`src/rtl/gate_sensor_sequencer.sv`:
```
// gate_sensor_sequencer
//   Front end of the garage occupancy counter. Two IR beams at the gate
//   (A = outer/street side, B = inner/garage side) are synchronised and
//   debounced. An FSM then turns the beam sequence into one-cycle car_in /
//   car_out pulses that feed the BCD occupancy counter's up/down inputs.
//   Entries are refused with a deny pulse while the garage is full. The FSM
//   also drives the gate and reports its own state.
//
//   state | meaning
//   ------+---------------------------------------------------------
//   IDLE  | both beams clear, no car in the gate
//   EN1   | entering: A blocked only
//   EN2   | entering: A and B blocked
//   EN3   | entering: B blocked only
//   EX1   | leaving:  B blocked only
//   EX2   | leaving:  A and B blocked
//   EX3   | leaving:  A blocked only
//   CLR   | abandoned or refused sequence, waiting for both beams to clear
//
// Ports
//   clk        system clock
//   reset      synchronous, active-low reset
//   sens_a     raw outer beam, 1 = blocked, asynchronous
//   sens_b     raw inner beam, 1 = blocked, asynchronous
//   full       occupancy counter at capacity
//   empty      occupancy counter at zero
//   car_in     one-cycle pulse, one entry completed
//   car_out    one-cycle pulse, one exit completed
//   deny       one-cycle pulse, entry refused (garage full)
//   gate_open  gate actuator, 1 = open (EN1..EX3)
//   busy       1 whenever state != IDLE
//   state      current FSM state code
module gate_sensor_sequencer #(
    parameter int DB_CYCLES = 4,
    parameter int TIMEOUT   = 1000,
    parameter int TMR_W     = 10
) (
    input  logic       clk,
    input  logic       reset,
    input  logic       sens_a,
    input  logic       sens_b,
    input  logic       full,
    input  logic       empty,
    output logic       car_in,
    output logic       car_out,
    output logic       deny,
    output logic       gate_open,
    output logic       busy,
    output logic [2:0] state
);

    localparam int DB_W = $clog2(DB_CYCLES + 1);

    typedef enum logic [2:0] {
        S_IDLE = 3'd0,
        S_EN1  = 3'd1,
        S_EN2  = 3'd2,
        S_EN3  = 3'd3,
        S_EX1  = 3'd4,
        S_EX2  = 3'd5,
        S_EX3  = 3'd6,
        S_CLR  = 3'd7
    } state_t;

    // Beam vectors: bit 1 = beam A, bit 0 = beam B.
    logic [1:0]      sync1_q, sync1_d;
    logic [1:0]      sync2_q, sync2_d;
    logic [1:0]      db_q, db_d;
    logic [DB_W-1:0] db_cnt_q [2];
    logic [DB_W-1:0] db_cnt_d [2];

    state_t          state_q, state_d;
    logic [TMR_W-1:0] tmr_q, tmr_d;
    logic            car_in_q, car_in_d;
    logic            car_out_q, car_out_d;
    logic            deny_q, deny_d;
    logic            gate_open_q, gate_open_d;
    logic            busy_q, busy_d;

    logic            a, b;
    logic            in_seq;

    // Debounce: the count runs only while the synced sample disagrees with
    // the debounced value; the flip happens on the edge that would make the
    // count reach DB_CYCLES.
    always_comb begin
        sync1_d = {sens_a, sens_b};
        sync2_d = sync1_q;
        db_d    = db_q;
        for (int i = 0; i < 2; i++) begin
            db_cnt_d[i] = '0;
            if (sync2_q[i] != db_q[i]) begin
                if (db_cnt_q[i] == DB_W'(DB_CYCLES - 1)) begin
                    db_d[i] = sync2_q[i];
                end else begin
                    db_cnt_d[i] = db_cnt_q[i] + DB_W'(1);
                end
            end
        end
    end

    assign a      = db_q[1];
    assign b      = db_q[0];
    assign in_seq = (state_q != S_IDLE) && (state_q != S_CLR);

    always_comb begin
        state_d   = state_q;
        car_in_d  = 1'b0;
        car_out_d = 1'b0;
        deny_d    = 1'b0;

        case (state_q)
            S_IDLE: begin
                if (a && !b) begin
                    if (full) begin
                        state_d = S_CLR;
                        deny_d  = 1'b1;
                    end else begin
                        state_d = S_EN1;
                    end
                end else if (!a && b) begin
                    state_d = S_EX1;
                end else if (a && b) begin
                    state_d = S_CLR;
                end
            end
            S_EN1: begin
                if (a && b)        state_d = S_EN2;
                else if (!a && !b) state_d = S_IDLE;
                else if (!a && b)  state_d = S_CLR;
            end
            S_EN2: begin
                if (!a && b)       state_d = S_EN3;
                else if (a && !b)  state_d = S_EN1;
                else if (!a && !b) state_d = S_CLR;
            end
            S_EN3: begin
                if (!a && !b) begin
                    state_d = S_IDLE;
                    // Capacity can be reached while this car was in the gate.
                    if (full) deny_d   = 1'b1;
                    else      car_in_d = 1'b1;
                end else if (a && b) begin
                    state_d = S_EN2;
                end else if (a && !b) begin
                    // Both beams changed at once: not a plausible car.
                    state_d = S_CLR;
                end
            end
            S_EX1: begin
                if (a && b)        state_d = S_EX2;
                else if (!a && !b) state_d = S_IDLE;
                else if (a && !b)  state_d = S_CLR;
            end
            S_EX2: begin
                if (a && !b)       state_d = S_EX3;
                else if (!a && b)  state_d = S_EX1;
                else if (!a && !b) state_d = S_CLR;
            end
            S_EX3: begin
                if (!a && !b) begin
                    state_d = S_IDLE;
                    // An exit reported at zero would underflow the counter.
                    car_out_d = !empty;
                end else if (a && b) begin
                    state_d = S_EX2;
                end else if (!a && b) begin
                    state_d = S_CLR;
                end
            end
            S_CLR: begin
                if (!a && !b) state_d = S_IDLE;
            end
            default: state_d = S_IDLE;
        endcase

        // A beam transition always wins over the stall abort.
        tmr_d = '0;
        if (in_seq && (state_d == state_q)) begin
            if (tmr_q == TMR_W'(TIMEOUT - 1)) begin
                state_d = S_CLR;
            end else begin
                tmr_d = tmr_q + TMR_W'(1);
            end
        end

        gate_open_d = (state_d != S_IDLE) && (state_d != S_CLR);
        busy_d      = (state_d != S_IDLE);
    end

    always_ff @(posedge clk) begin
        if (!reset) begin
            sync1_q     <= '0;
            sync2_q     <= '0;
            db_q        <= '0;
            db_cnt_q[0] <= '0;
            db_cnt_q[1] <= '0;
            state_q     <= S_IDLE;
            tmr_q       <= '0;
            car_in_q    <= 1'b0;
            car_out_q   <= 1'b0;
            deny_q      <= 1'b0;
            gate_open_q <= 1'b0;
            busy_q      <= 1'b0;
        end else begin
            sync1_q     <= sync1_d;
            sync2_q     <= sync2_d;
            db_q        <= db_d;
            db_cnt_q[0] <= db_cnt_d[0];
            db_cnt_q[1] <= db_cnt_d[1];
            state_q     <= state_d;
            tmr_q       <= tmr_d;
            car_in_q    <= car_in_d;
            car_out_q   <= car_out_d;
            deny_q      <= deny_d;
            gate_open_q <= gate_open_d;
            busy_q      <= busy_d;
        end
    end

    assign car_in    = car_in_q;
    assign car_out   = car_out_q;
    assign deny      = deny_q;
    assign gate_open = gate_open_q;
    assign busy      = busy_q;
    assign state     = state_q;

endmodule

```
`config.mk`:
```
export PLATFORM = sky130hd
export DESIGN_NAME = gate_sensor_sequencer
export DESIGN_NICKNAME = d
export VERILOG_FILES = /design/src/rtl/gate_sensor_sequencer.sv
export SDC_FILE = /design/constraint.sdc
export NUM_CORES = 1
export LEC_CHECK = 0
export ABC_AREA = 1
export CORE_UTILIZATION = 56
export DETAILED_ROUTE_END_ITERATION = 16
export HOLD_SLACK_MARGIN = 0.06
export MAX_ROUTING_LAYER = met4
export PLACE_DENSITY_LB_ADDON = 0.15
export SLEW_MARGIN = 30
export SYNTH_ARGS = -nofsm -noshare
export SYNTH_HDL_FRONTEND = slang
export SYNTH_SLANG_ARGS = --single-unit
```
`constraint.sdc`:
```
create_clock -name clk -period 3.9 [get_ports clk]
set_input_delay 0.585 -clock clk [delete_from_list [all_inputs] [get_ports clk]]
set_output_delay 0.585 -clock clk [all_outputs]
set_load 0.01 [all_outputs]
```
==> impl.org <==
** Run status
- Run status :: finished, final reports clean

** Clock network
- The later pin in the worst-skew pair is clocked with a latency of 0.33 ns.
- In this run the number of H-tree levels came out at 2.
- TritonCTS built the clock tree.
- After clock tree synthesis, the clock-pin slew on the worst setup and hold paths is 0.09 ns.
- Root buffer cell :: sky130_fd_sc_hd__clkbuf_4
- Sink count of the clock tree :: 30
- Clock tree buffer depth :: 2
- The number of gates resized after CTS was 0.
- In this run, CTS created clock tree buffers numbering 5.
- Post-CTS repair timing setup buffer count :: 0
- Buffers inserted to repair hold after CTS numbered 0.

** Power
- The analysis attributes to net switching a power of 0.3919 mW.
- Internal cell power :: 0.6374 mW
- Fraction of power consumed by combinational cells :: 39.0%
- Sequential cells burn 36.6% of the power.
- Per report_power, the clock group accounts for 24.4% of the total.
- The worst-case IR drop observed on VDD is 414.4 µV.
- Net switching is 38.08% of the power.
- Summed over all cells, the static leakage comes to 0.7433 nW.
- Dividing total power by cell area gives a power density of 585.5 nW/µm².

** Layout
- The final layout contains 220 nets.
- Growth of design area from synthesis to finish :: 12.85%
- The layout has 209 filler cells.
- The post-route netlist has 17.70% of its cells at a drive strength greater than 1.
- End-of-flow core utilization :: 69.08%
- # diodes :: 0

** Placed design
- Routability congestion estimate from global placement :: 0.8997
- Port Buffers :: 13
- Post-DP HPWL :: 2080 µm
- Before CTS, the worst setup slack after placement is 1.721 ns.

** Global routing
- GRT Total Usage :: 23.69%
- The first global-routing pass estimated 4830 µm of wire.
- Total overflow reported by the global router :: 0
- Number of global-route vias before repair :: 1201
- Entering global routing, the biggest net connects 12 pins.
- Initial antenna violation count :: 0

** Floorplan
- Area of the core region :: 2545 µm²
- The die covers 2996 µm².
- Overall die height :: 54.74 µm
- Top Ports :: 14
- Number of rows in the core area :: 18
- The die is 54.74 µm wide.
- The initial utilization of the core area, before any placement, comes to 61.21%.

** Worst setup path
- Count of buffer and inverter cells on the critical path :: 1
- The worst setup path is launched from a flip-flop.
- Largest delay share family, worst path :: flip-flops
- The endpoint identified for the worst register-to-register timing path is gate_open.
- Flop-to-flop setup slack :: 2.09 ns
- The worst setup path is of the reg2out kind.
- STA classifies the critical path endpoint as an output pin.
- Cell Chain, Critical Path :: clkdlybuf4s50_1
- For the worst setup path, the data required time is 3.31 ns.
- Maximum fanout along the worst path :: 9
- WP depth :: 1
- On the worst path, the slowest cell contributes a delay of 0.65 ns.
- Worst Reg-to-Reg Cells :: 12
- Critical Path End :: state[2]
- The worst register-to-register path begins at state[0].
- The slowest stage of the critical path belongs to the cell sky130_fd_sc_hd__dfxtp_1.
- Data arrives at the worst endpoint at 1.60 ns.
- Tracing the worst setup path back leads to its startpoint at state[2].

** Route
- Number of remaining DRC errors :: 0
- In this run, the number of DRC markers left after iteration 0 of detailed routing was 32.
- Routed wire length per instance :: 11.59 µm
- Detailed-route via count :: 1282
- Detail-routed via count per cell :: 5.364
- The detail route stage leaves a number of antenna-violating nets equal to 0.
- Wires add up to 2770 µm.
- Pre-antenna DRT Iters :: 4

** Timing
- Once routing completed, OpenROAD measured the worst setup slack at 1.715 ns.
- Shortest clock period the worst path allows after layout :: 2.185 ns
- The count of endpoints failing hold in the final timing report is 0.
- Worst clock skew :: 0.01103 ns
- The number of pins exceeding their max-slew limit in the final report came to 0.
- Final hold analysis gives a worst-case slack of 0.4180 ns.
- Based on the critical path, the design can be clocked at up to 457.6 MHz.
- Final setup TNS :: 0 ns
- Of the available clock period, the critical path in the final layout requires 56.03%.
- Measured against its own limit, the worst slew margin works out to 65.89%.
- Setup violations remaining at the end of the flow were counted as 0.
- At the pin with the least slew margin, the transition time is 0.5109 ns.
- RSZ-0062 raised after global routing :: no

** Synth
- The number of nets handed over by synthesis was 205.
- After Yosys synthesis, and, or, nand and nor cells account for 37.11% of the synthesized area.
- Cell types with the largest area share after synthesis :: sky130_fd_sc_hd__dfxtp_1 (39%), sky130_fd_sc_hd__nand2_1 (8.7%), sky130_fd_sc_hd__nor2_1 (5.3%)
- Counting flops with a built-in enable in the synthesized netlist gives 0.
- Summed instance area of the synthesized netlist :: 1558 µm²
- Of the synthesized area, sequential elements account for 38.55%.
- Cell type contributing the most total cell area after synthesis :: sky130_fd_sc_hd__dfxtp_1
- Number of flip-flops and latches in the synthesized netlist :: 30
- By count the netlist is led by sky130_fd_sc_hd__nand2_1 (36), sky130_fd_sc_hd__dfxtp_1 (30), sky130_fd_sc_hd__nor2_1 (22), sky130_fd_sc_hd__inv_1 (20), sky130_fd_sc_hd__nand3_1 (13).
- Counting distinct cell types in the post-synthesis netlist gives 29.
- Avg Cell Area, Syn :: 8.030 µm²
- Summing the areas of all compound-gate instances in the mapped netlist gives 7.631% of the synthesized area.
- Main combinational cell family by area after synthesis :: simple AND/OR/NAND/NOR gates
- After technology mapping, the gate count stands at 194.
- Synth Flop Type :: sky130_fd_sc_hd__dfxtp_1
- Fraction of synthesized cell area in xor and xnor cells :: 2.811%
- After Yosys synthesis, full adders, half adders and majority gates account for 4.016% of the synthesized area.
- FFs w/ async S/R, synth :: 0%
- Top cell type's share of synthesized area :: 38.55%
- The portion of synthesized area spent on multiplexers is 0%.
- Yosys printed 0 warnings.
- Most frequently used cell type in the post-synthesis netlist :: sky130_fd_sc_hd__nand2_1

** Worst hold path
- Worst hold path type :: reg2reg

** Run
- Maxcap violations :: 0
-- layout make-up --
class                      instances  area, µm²  share of cell area, %
timing repair buffer              13      130.1                  7.402
clock buffer                       6      51.30                  2.918
inverter                          26      105.1                  5.979
sequential                        30      600.6                  34.16
tap                               30      37.54                  2.135
multi-input combinational        133      803.3                  45.69
clock inverter                     1      30.03                  1.708
-- through the flow --
stage	area, µm²	total power, mW	instances
after floorplan	1558	0.7008	194
after global placement	1677	0.7716	232
after detailed placement	1677	0.7832	232
after CTS	1758	1.035	239
after global routing	1758	1.092	239
final	1758	1.029	239
-- power by group through the flow --
stage / combinational (mW) / sequential (mW) / clock, mW
6_report: 0.401 / 0.377 / 0.251
3_3_place_gp: 0.388 / 0.384 / 0
5_1_grt: 0.442 / 0.383 / 0.267
2_1_floorplan: 0.336 / 0.365 / 0
3_5_place_dp: 0.398 / 0.385 / 0
4_1_cts: 0.402 / 0.377 / 0.255
-- logic make-up (layout without fill, tap and decap cells) --
| group | Yosys count | after routing |
|---|---|---|
| XOR/XNOR | 5 | 5 |
| AO/OA/AOI/OAI | 21 | 21 |
| flip-flops | 30 | 30 |
| AND/OR/NAND/NOR | 102 | 102 |
| adder cells (fa/ha/maj) | 5 | 5 |
| buffers and inverters | 31 | 46 |
-- placed cells by master, fill, tap and decap left out, types with 2 or more instances in the layout --
cell / instances
sky130_fd_sc_hd__a21oi_1: 11
sky130_fd_sc_hd__clkbuf_4: 5
sky130_fd_sc_hd__clkdlybuf4s50_1: 13
sky130_fd_sc_hd__dfxtp_1: 30
sky130_fd_sc_hd__ha_1: 5
sky130_fd_sc_hd__inv_1: 20
sky130_fd_sc_hd__inv_2: 3
sky130_fd_sc_hd__inv_4: 3
sky130_fd_sc_hd__nand2_1: 36
sky130_fd_sc_hd__nand2_2: 6
sky130_fd_sc_hd__nand2_4: 6
sky130_fd_sc_hd__nand3_1: 13
sky130_fd_sc_hd__nand3_2: 3
sky130_fd_sc_hd__nand4_1: 4
sky130_fd_sc_hd__nand4_4: 2
sky130_fd_sc_hd__nor2_1: 22
sky130_fd_sc_hd__nor3_1: 4
sky130_fd_sc_hd__o211ai_1: 3
sky130_fd_sc_hd__o21ai_0: 5
sky130_fd_sc_hd__xor2_1: 4
-- registers in the layout, indices dropped and copies added, names as in the netlist --
name	flops
busy	1
car_in	1
car_out	1
db_cnt_q	6
db_q	2
deny	1
gate_open	1
state	3
sync1_q	2
sync2_q	2
tmr_q	10
-- layer usage --
metal,vias to the layer above,part of all wire [%],GRT usage [%],wire length (µm)
met5,-,0,-,0
met4,0,2.3,13.25,65
met3,10,4.6,5.833,127
met2,39,49,39.16,1354
met1,575,44,25.62,1222
li1,658,-,-,-
-- worst min-delay path by stage --
stage | from | end | depth (start not counted)
2_1_floorplan | sync1_q[0] | sync2_q[0] | 2
3_3_place_gp | sync1_q[0] | sync2_q[0] | 2
3_5_place_dp | sync1_q[1] | sync2_q[1] | 2
4_1_cts | sync1_q[1] | sync2_q[1] | 2
5_1_grt | sync1_q[0] | sync2_q[0] | 2
6_report | sync1_q[1] | sync2_q[1] | 2
Power figures use the tool's default switching activity.
